`config.mk`:
```
export PLATFORM = sky130hd
export DESIGN_NAME = fb_stream_writer
export DESIGN_NICKNAME = d
export VERILOG_FILES = /design/src/rtl/fb_pkg.sv /design/src/rtl/fb_stream_writer.sv
export SDC_FILE = /design/constraint.sdc
export NUM_CORES = 1
export LEC_CHECK = 0
export BUFFER_PORTS_ARGS = -buffer_cell sky130_fd_sc_hd__buf_2
export CAP_MARGIN = 25
export CORE_ASPECT_RATIO = 0.6
export CORE_MARGIN = 5
export CORE_UTILIZATION = 39
export CTS_BUF_LIST = sky130_fd_sc_hd__clkbuf_8 sky130_fd_sc_hd__clkbuf_16
export DETAILED_ROUTE_END_ITERATION = 10
export SYNTH_ARGS = -nofsm -noshare
export SYNTH_HDL_FRONTEND = slang
export SYNTH_SLANG_ARGS = --single-unit
```
`constraint.sdc`:
```
create_clock -name clk -period 2.63 [get_ports clk]
set_clock_uncertainty 0.1 [all_clocks]
set_input_delay 0.526 -clock clk [delete_from_list [all_inputs] [get_ports clk]]
set_output_delay 0.526 -clock clk [all_outputs]
set_load 0.01 [all_outputs]
```
`src/rtl/fb_pkg.sv`:
```
// fb_pkg: shared framebuffer writer state type, default frame geometry and address-width helper
package fb_pkg;
  typedef enum logic [1:0] {IDLE, WAIT_SOF, WRITE} fb_wr_state_t;
  localparam int FB_W = 160;
  localparam int FB_H = 120;
  localparam int FB_DEPTH = FB_W * FB_H;
  function automatic int fb_addrw(input int depth);
    return depth > 1 ? $clog2(depth) : 1;
  endfunction
endpackage

```
`src/rtl/fb_stream_writer.sv`:
```
// fb_stream_writer: raster pixel stream to registered framebuffer write port; FB_WRITER_ONESHOT_EN adds arm-gated single-frame capture
module fb_stream_writer
  import fb_pkg::*;
#(
  parameter int WIDTH = 1,
  parameter int DEPTH = FB_DEPTH,
  localparam int ADDRW = fb_addrw(DEPTH)
) (
  input  logic             clk,
  input  logic             rst,
  input  logic [WIDTH-1:0] s_data,
  input  logic             s_valid,
  input  logic             s_sof,
`ifdef FB_WRITER_ONESHOT_EN
  input  logic             arm,
`endif
  output logic             s_ready,
  output logic             we,
  output logic [ADDRW-1:0] waddr,
  output logic [WIDTH-1:0] wdata,
  output logic             frame_done,
  output logic             err_short,
  output logic             drop,
  output logic             busy
);
  localparam logic [ADDRW-1:0] LAST = ADDRW'(DEPTH - 1);
`ifdef FB_WRITER_ONESHOT_EN
  localparam fb_wr_state_t RST_STATE = IDLE;
`else
  localparam fb_wr_state_t RST_STATE = WAIT_SOF;
`endif
  localparam fb_wr_state_t DONE_STATE = RST_STATE;
  fb_wr_state_t state_q, state_d;
  logic [ADDRW-1:0] count_q, count_d, waddr_q, waddr_d, addr;
  logic [WIDTH-1:0] wdata_q, wdata_d;
  logic we_q, we_d, frame_done_q, frame_done_d, err_short_q, err_short_d, drop_q, drop_d;
  logic acc, wr, last;
  assign s_ready = !rst && state_q != IDLE;
  always_comb begin
    acc = s_valid && s_ready;
    wr = acc && (s_sof || state_q == WRITE);
    addr = s_sof ? '0 : count_q;
    last = addr == LAST;
    we_d = wr;
    waddr_d = wr ? addr : waddr_q;
    wdata_d = wr ? s_data : wdata_q;
    frame_done_d = wr && last;
    // an SOF landing exactly where addr 0 was due anyway is not a short frame
    err_short_d = wr && s_sof && state_q == WRITE && count_q != '0;
    drop_d = acc && !s_sof && state_q == WAIT_SOF;
    count_d = wr ? (last ? '0 : addr + ADDRW'(1)) : count_q;
    state_d = wr ? (last ? DONE_STATE : WRITE) : state_q;
`ifdef FB_WRITER_ONESHOT_EN
    if (state_q == IDLE && arm) state_d = WAIT_SOF;
`endif
  end
  always_ff @(posedge clk) begin
    if (rst) begin
      state_q <= RST_STATE;
      count_q <= '0;
      we_q <= 1'b0;
      waddr_q <= '0;
      wdata_q <= '0;
      frame_done_q <= 1'b0;
      err_short_q <= 1'b0;
      drop_q <= 1'b0;
    end else begin
      state_q <= state_d;
      count_q <= count_d;
      we_q <= we_d;
      waddr_q <= waddr_d;
      wdata_q <= wdata_d;
      frame_done_q <= frame_done_d;
      err_short_q <= err_short_d;
      drop_q <= drop_d;
    end
  end
  assign we = we_q;
  assign waddr = waddr_q;
  assign wdata = wdata_q;
  assign frame_done = frame_done_q;
  assign err_short = err_short_q;
  assign drop = drop_q;
  assign busy = state_q == WRITE;
endmodule

```
-- Yosys cells after proc, flatten, opt, wreduce, memory -nomap -nowiden
Index checks and enable logic that the tools add are counted.
- flip-flop bits (word level): 37
- latch bits: 0
- memory bits (writable): 0
- bits in read-only memories: 0
- input bits: 5
- output and inout port bits: 22
- word-level logic and storage cells: 29
- memories kept: 0
- $add $sub $neg: 1
- $mul: 0
- divide/modulo/power cells: 0
- magnitude comparators: 0
- equality and inequality tests: 3
- shift operators: 0
- mux-type cells: 3
- bitwise logic cells: 0
- reductions and logical operators: 14
- operators by type and width (operator ; number):
    15-bit 2-to-1 mux ; 2
    15-bit by 1-bit adder with 15-bit output (second input constant) ; 1
    15-bit == test (second input constant) ; 1
    15-bit nonzero test ; 1
    1-bit logical AND ; 9
    2-bit by 1-bit == test with 1-bit output (second input constant) ; 1
    2-bit == test (second input constant) ; 1
    1-bit logical NOT ; 2
    2-bit 2-to-1 mux ; 1
    2-bit nonzero test ; 1
    1-bit logical OR ; 1

-- Longest topological paths before layout
Gate-level depths: netlist of the first run.
- depth in word-level cells: 7
- gate-level depth with buffers: 9

-- Least setup slack after synthesis of the first run
Ideal clock, no wire load.
- path kind: in2reg
- start point: input port s_sof
- end point: register count_q[12]
- data arrival time: 2.172 ns
- path slack: 0.283 ns
- stages on the path: 8
- path buffers: 2
- cell sequence: buf_2 -> buf_1 -> nor2b_1 -> ha_1 -> and3_1 -> nand4bb_1 -> or4_1 -> a31oi_1
- longest elaborated chain between the ends: 3
- elaborated cells between the ends (all ways): 6
- those cells by class: 1 x add/sub; 1 x eq/ne; 2 x mux; 2 x reduce/logical
- ends and longest elaborated chain (what ; line ; text):
    from (decl) ; fb_stream_writer.sv:13 ; input logic s_sof,
    15-bit 2-to-1 mux (*) ; fb_stream_writer.sv:42 ; addr = s_sof ? '0 : count_q;
    via addr[1] ; fb_stream_writer.sv:34 ; logic [ADDRW-1:0] count_q, count_d, waddr_q, waddr_d, addr;
    15-bit by 1-bit adder with 15-bit output / 15-bit == test (equally long branches) ; fb_stream_writer.sv:51, fb_stream_writer.sv:43 ;
    15-bit 2-to-1 mux (*) ; fb_stream_writer.sv:51 ; count_d = wr ? (last ? '0 : addr + ADDRW'(1)) : count_q;
    to (signal assigned) ; fb_stream_writer.sv:69 ; count_q <= count_d;
    to (decl) ; fb_stream_writer.sv:34 ;
Mark *: on every way through the listed nets, which the timed path passes. The rest lies on a longest branch.
A chain may end at the register's enable or synchronous reset.

-- Worst setup path in the final report of the first run
- start point: register count_q[0]
- end point: register count_q[14]
- longest elaborated chain between the ends: 3
- elaborated cells between the ends (all ways): 4
- those cells by class: 1 x add/sub; 1 x eq/ne; 2 x mux
- ends and longest elaborated chain (what ; line):
    15-bit 2-to-1 mux (*) ; fb_stream_writer.sv:42
    via addr[0] ; fb_stream_writer.sv:34
    15-bit by 1-bit adder with 15-bit output / 15-bit == test (equally long branches) ; fb_stream_writer.sv:51, fb_stream_writer.sv:43
    15-bit 2-to-1 mux (*) ; fb_stream_writer.sv:51
Marks and branches as above.

==> results.cfg, run 1 <==
[synthesis]
yosysUniqueCellTypes = 35
synth.top_cell.area_share = 0.421
yosys_warnings = 0
synthSimpleGateAreaFrac = 0.280
synthAdderAreaFrac = 0.00712
yosysSeqAreaShare = 0.421
syn-num-nets = 218
synth_area_leader_cell = dfxtp_1
synth_top_family_by_area = simple AND/OR/NAND/NOR gates
synth_cells = 212
ys_seq_elements = 37
synthTopCellsByArea = dfxtp_1 (42%), a22oi_1 (5.6%), nand2_1 (4.5%)
synth_compound_area_frac = 0.224
synthMuxAreaShare = 0.00569
synthXorXnorAreaFrac = 0
syn_area_mm2 = 0.00176
synth.avg_cell_area_um2 = 8.29

[worst_setup_path]
worstReg2RegEnd = count_q[14]
rr_startpoint = count_q[0]
critical_path_class = reg -> reg
crit_path_start_kind = flip-flop
rrSetupSlack_ps = 450
arrival_ps = 2290
crit_required_ps = 2750
path_max_fanout = 6
r2r_cells = 7
worst_setup_path_end_kind = flip-flop

[timing]
final.setup.tns_ps = 0
final.min_clock_period_ps = 2180
rsz0062_at_grt = no
fmax_mhz = 459
slew_headroom = 0.624
worst_slew_pin_slew_ps = 565
hold_violations = 0
drv_slew = 0
timing.final.crit_share = 0.828
setup_viol = 0

[route]
dr.pass1.iters = 4
drtIter0Drc = 139
drt-wirelength-per-cell_um = 15.9
avgViaCountPerCell = 5.77
wl_mm = 4.80
drc = 0
drtAntennaViolNets = 0
dr_total_vias = 1736

[power]
p_per_area_mw_per_mm2 = 489
ir_drop_v = 0.000250
power.leakage_nw = 0.782

[finish]
final.fill_count = 440
nets = 246
utilization = 0.493
drive_above_1_share = 0.203
antenna_cells = 0
areaGrowthSynthToFinish_pct = 18.6

[global_route]
grt_pass1_vias = 1487
grt_pass1_wl_mm = 7.91
antenna_found_initial = 0
overflow = 0
grt_max_degree = 35
grt_usage = 0.169

[placement]
place.gp.congestion = 0.912
port_buffers = 26
place_hpwl_mm = 3.37

[clock_tree]
clock_latency_ps = 290
clk_pin_slew_ps = 80
cts_tree = done
ctsHoldBuffers = 0
cts_made_buffers = 5
cts_max_path_buffers = 2
ctsResizeCount = 0
numClockSinks = 37
postCtsSetupBuffers = 0
h-tree-depth = 2
cts_root_buffer = clkbuf_8

[floorplan]
die_area_mm2 = 0.00599
num_io_pins = 27
die_w_um = 96.7
core_mm2 = 0.00423
floorplan.die.height_um = 62.0
std_cell_rows = 18
start_util = 0.415

[status]
status = finished clean

[hold_path]
hold_end = wdata
hp-class = reg -> reg
holdCritStartpoint = wdata
hold_depth = 2

[flow_run]
cap_viol_max_count = 0
[critical path: stages, from the launching register on]
cell,delay (ps)
dfxtp_1,410
nor2b_1,240
ha_1,210
and3_1,190
buf_4,140
nand3_1,140
or4_1,560
o211ai_1,110
[layout make-up]
cell class / instances / area [um^2] / share of cell area
clock inverter: 3 / 13.8 / 0.00660
clock buffer: 5 / 68.8 / 0.0330
multi-input combinational: 150 / 913 / 0.438
tap: 60 / 75.1 / 0.0360
inverter: 5 / 18.8 / 0.00900
sequential: 37 / 741 / 0.355
timing repair buffer: 41 / 255 / 0.122
[worst max path at each step]
stage / from / to / slack (ps) / cells past startpoint
after detailed placement: s_sof / count_q[14] / 230 / 8
after CTS: count_q[0] / count_q[14] / 460 / 7
after global routing: count_q[0] / count_q[14] / 260 / 7
after floorplan: s_sof / count_q[12] / 280 / 8
final: count_q[0] / count_q[14] / 450 / 7
after global placement: s_sof / count_q[14] / 290 / 8
[power by group]
group | internal [mW] | total, mW | switching, mW
Combinational | 0.0277 | 0.0737 | 0.0460
Clock | 0.180 | 0.376 | 0.196
Sequential | 0.565 | 0.571 | 0.00622
Total | 0.773 | 1.02 | 0.248
[flip-flops by register name (all words and copies together), names as in the netlist]
signal      count
count_q        15
drop            1
err_short       1
frame_done      1
state_q         2
waddr          15
wdata           1
we              1
[per-stage QoR]
step | area [um^2] | power [mW] | setup WS (ps) | hold slack, ps | std cells
after floorplan | 1760 | 0.627 | 283 | 375 | 212
after global placement | 2000 | 0.657 | 292 | 342 | 293
after detailed placement | 2000 | 0.657 | 228 | 345 | 293
after CTS | 2090 | 1.03 | 463 | 355 | 301
after global routing | 2090 | 1.08 | 262 | 371 | 301
final | 2090 | 1.02 | 453 | 351 | 301
[cell usage after synthesis]
library cell and instances:
and4b_1 2, nand4bb_1 1, o211ai_1 6, nor2_1 17, o31ai_1 6, and3_1 1, or4_1 5, mux2i_1 1
buf_2 6, ha_1 1, a21o_1 2, nor4_1 7, a31oi_1 7, nand2b_1 3, nor4b_1 3, a22oi_1 13
nand4_1 5, inv_1 5, buf_1 2, dfxtp_1 37, o21ai_0 7, or2_1 1, buf_6 1, nor3_1 5
a211o_1 1, nand3_1 3, o2111ai_1 3, and4_1 3, a32oi_1 2, or3_1 2, nor2b_1 5, a21oi_1 12
nand3b_1 5, nand2_1 21, clkbuf_1 11
[kinds of logic (layout without fill, tap and decap cells)]
group,Yosys count,in the layout
muxes,1,1
buffers and inverters,25,54
and+or+nand+nor,89,89
DFF,37,37
adders and majority gates,1,1
AOI/OAI and AO/OA,59,59
[layer usage]
metal  track usage  routed length, um
met1         0.259               2540
met2         0.215               1820
met3        0.0491                413
met4        0.0660                 22
met5             0                  0
[layout by cell type (no fill, tap or decap), types with 2 or more instances in the layout]
| cell type | n |
|---|---|
| nand4_1 | 5 |
| o2111ai_1 | 3 |
| nand3_1 | 3 |
| o21ai_0 | 7 |
| a31oi_1 | 7 |
| nand2b_1 | 3 |
| clkinv_2 | 2 |
| or3_1 | 2 |
| a22oi_1 | 13 |
| nor4b_1 | 3 |
| inv_1 | 6 |
| dfxtp_1 | 37 |
| clkbuf_8 | 5 |
| o31ai_1 | 6 |
| and4_1 | 3 |
| nand3b_1 | 5 |
| a21oi_1 | 12 |
| buf_2 | 26 |
| nor2b_1 | 5 |
| nor2_1 | 17 |
| buf_4 | 14 |
| a32oi_1 | 2 |
| or4_1 | 5 |
| and4b_1 | 2 |
| a21o_1 | 2 |
| nand2_1 | 21 |
| nor3_1 | 4 |
| o211ai_1 | 6 |
| nor4_1 | 7 |
(Power assumes the default switching activity.)
==> run 2: changes to the inputs <==
clock period = 2.05 ns   (was 2.63 ns; I/O delays follow)
==> run 2 against run 1 <==
Core utilization up 5.3 points. Maximum frequency up 14%. Flip-flop and latch count is the same. Setup slack worse by 320 ps. Clock power increased by 50%. First-iteration DRC count down 14%. Final area grew 11%. Critical endpoint is now count_q[12]. Critical path depth is 1 lower. Largest cell class unchanged. Non-clock buffer count rose by 26. Wire length up 6.9%. Register-to-register slack lost 320 ps. Total power up 38%. Highest routed layer unchanged.
==> results.cfg, run 2 (same netlist as run 1, synthesis figures left out) <==
[clock_tree]
numClockSinks = 37
cts_tree = done
ctsResizeCount = 0
h-tree-depth = 2
ctsHoldBuffers = 0
clk_pin_slew_ps = 80
cts_max_path_buffers = 2
clock_latency_ps = 290
cts_root_buffer = clkbuf_8
cts_made_buffers = 5

[route]
drtIter0Drc = 120
avgViaCountPerCell = 5.61
dr_total_vias = 1834
drtAntennaViolNets = 0
dr.pass1.iters = 4
wl_mm = 5.13
drt-wirelength-per-cell_um = 15.7
drc = 0

[placement]
port_buffers = 26
placed_cell_area_mm2 = 0.00220
place_hpwl_mm = 3.75
place.gp.congestion = 0.893

[floorplan]
die_area_mm2 = 0.00599
floorplan.die.height_um = 62.0
start_util = 0.415
num_io_pins = 27
core_mm2 = 0.00423
std_cell_rows = 18
die_w_um = 96.7

[power]
netSwitchingFraction = 0.234
switchingPower_mw = 0.330
power.leakage_nw = 0.902
p_int_mw = 1.08
p_per_area_mw_per_mm2 = 609
combPwrFrac = 0.083
clkPwrFrac = 0.400
pwr-share-seq = 0.517
ir_drop_v = 0.000264

[finish]
utilization = 0.546
final.fill_count = 425
nets = 272
antenna_cells = 0
multi_input_area_um2 = 926
area.sequential_um2 = 741
design_area_mm2 = 0.00231
final_cell_mix = buf_4 (40), dfxtp_1 (37), buf_2 (26), nand2_1 (21), nor2_1 (17)
areaGrowthSynthToFinish_pct = 31.5
drive_above_1_share = 0.296
final_common_cell = buf_4

[worst_setup_path]
r2r_cells = 6
rrSetupSlack_ps = 140
critical_path_class = reg -> reg
worstReg2RegEnd = count_q[12]
crit_required_ps = 2170
worst_setup_path_end_kind = flip-flop
rr_startpoint = count_q[0]
arrival_ps = 2030
path_max_fanout = 5
crit_path_start_kind = flip-flop

[global_route]
grt_max_degree = 35
overflow = 0
grt_usage = 0.180
antenna_found_initial = 0
grt_pass1_vias = 1691
grt_pass1_wl_mm = 8.61

[flow_run]
cap_viol_max_count = 0

[timing]
fmax_mhz = 522
final.min_clock_period_ps = 1910
drv_slew = 0
setup_viol = 0
hold_violations = 0
rsz0062_at_grt = no
timing.final.crit_share = 0.934
worst_slew_pin_slew_ps = 447
slew_headroom = 0.698

[hold_path]
holdCritStartpoint = s_data
hp-class = in -> reg
hold_end = wdata
hold_depth = 3

[status]
status = finished clean
## run 2: changes by cell type in the layout (fill, tap and decap cells not counted), sizes merged
cell,previous run,this run
clkinv,2,1
clkbuf,5,7
inv,6,5
buf,41,67
## run 2: routing by layer
| metal | up-vias | GRT usage | wire, um |
|---|---|---|---|
| li1 | 901 | - | - |
| met3 | 4 | 0.0468 | 364 |
| met1 | 860 | 0.267 | 2790 |
| met4 | 0 | 0.0440 | 27 |
| met2 | 69 | 0.262 | 1950 |
| met5 | - | 0 | 0 |
## run 2: worst max path at each step
| stage | cells after the start | from | end |
|---|---|---|---|
| after global routing | 6 | count_q[0] | count_q[12] |
| after global placement | 7 | s_sof | count_q[12] |
| after floorplan | 8 | s_sof | count_q[12] |
| after detailed placement | 7 | s_sof | count_q[12] |
| after CTS | 6 | count_q[0] | count_q[12] |
| final | 6 | count_q[0] | count_q[12] |
## run 2: power by group through the flow
| stage | combinational (mW) | clock [mW] | sequential (mW) |
|---|---|---|---|
| after floorplan | 0.0579 | 0 | 0.749 |
| after CTS | 0.116 | 0.578 | 0.728 |
| final | 0.117 | 0.563 | 0.728 |
| after detailed placement | 0.116 | 0 | 0.745 |
| after global placement | 0.116 | 0 | 0.745 |
| after global routing | 0.128 | 0.613 | 0.729 |
## run 2: layout make-up
type / count / share of cell area
flip-flops and latches: 37 / 0.320
repair buffers: 67 / 0.195
multi-input cells: 150 / 0.400
inverters: 5 / 0.00812
well taps: 60 / 0.0325
clock inverters: 1 / 0.00216
clock buffers: 7 / 0.0417
## run 2: what timing repair did
item | CTS | global route
setup buffers | 0 | 1
hold endpoints to repair | 0 | 0
setup endpoints to repair | 0 | 1
## run 2: metrics by stage
stage	instances	power, mW	hold slack (ps)	setup WS (ps)	setup TNS [ps]
final	327	1.41	264	136	0
after global routing	327	1.47	281	16.5	0
after CTS	326	1.42	257	146	0
after detailed placement	318	0.861	349	-70.5	-187
after global placement	318	0.860	341	7.70	0
after floorplan	212	0.807	375	-12.4	-12.4
## run 2: critical path, cell delays in order, from the launching register on
cell       delay [ps]
dfxtp_1           330
nor2b_1           190
ha_2              220
and3_4            180
nand4bb_1         220
or4_1             460
a31oi_1           160
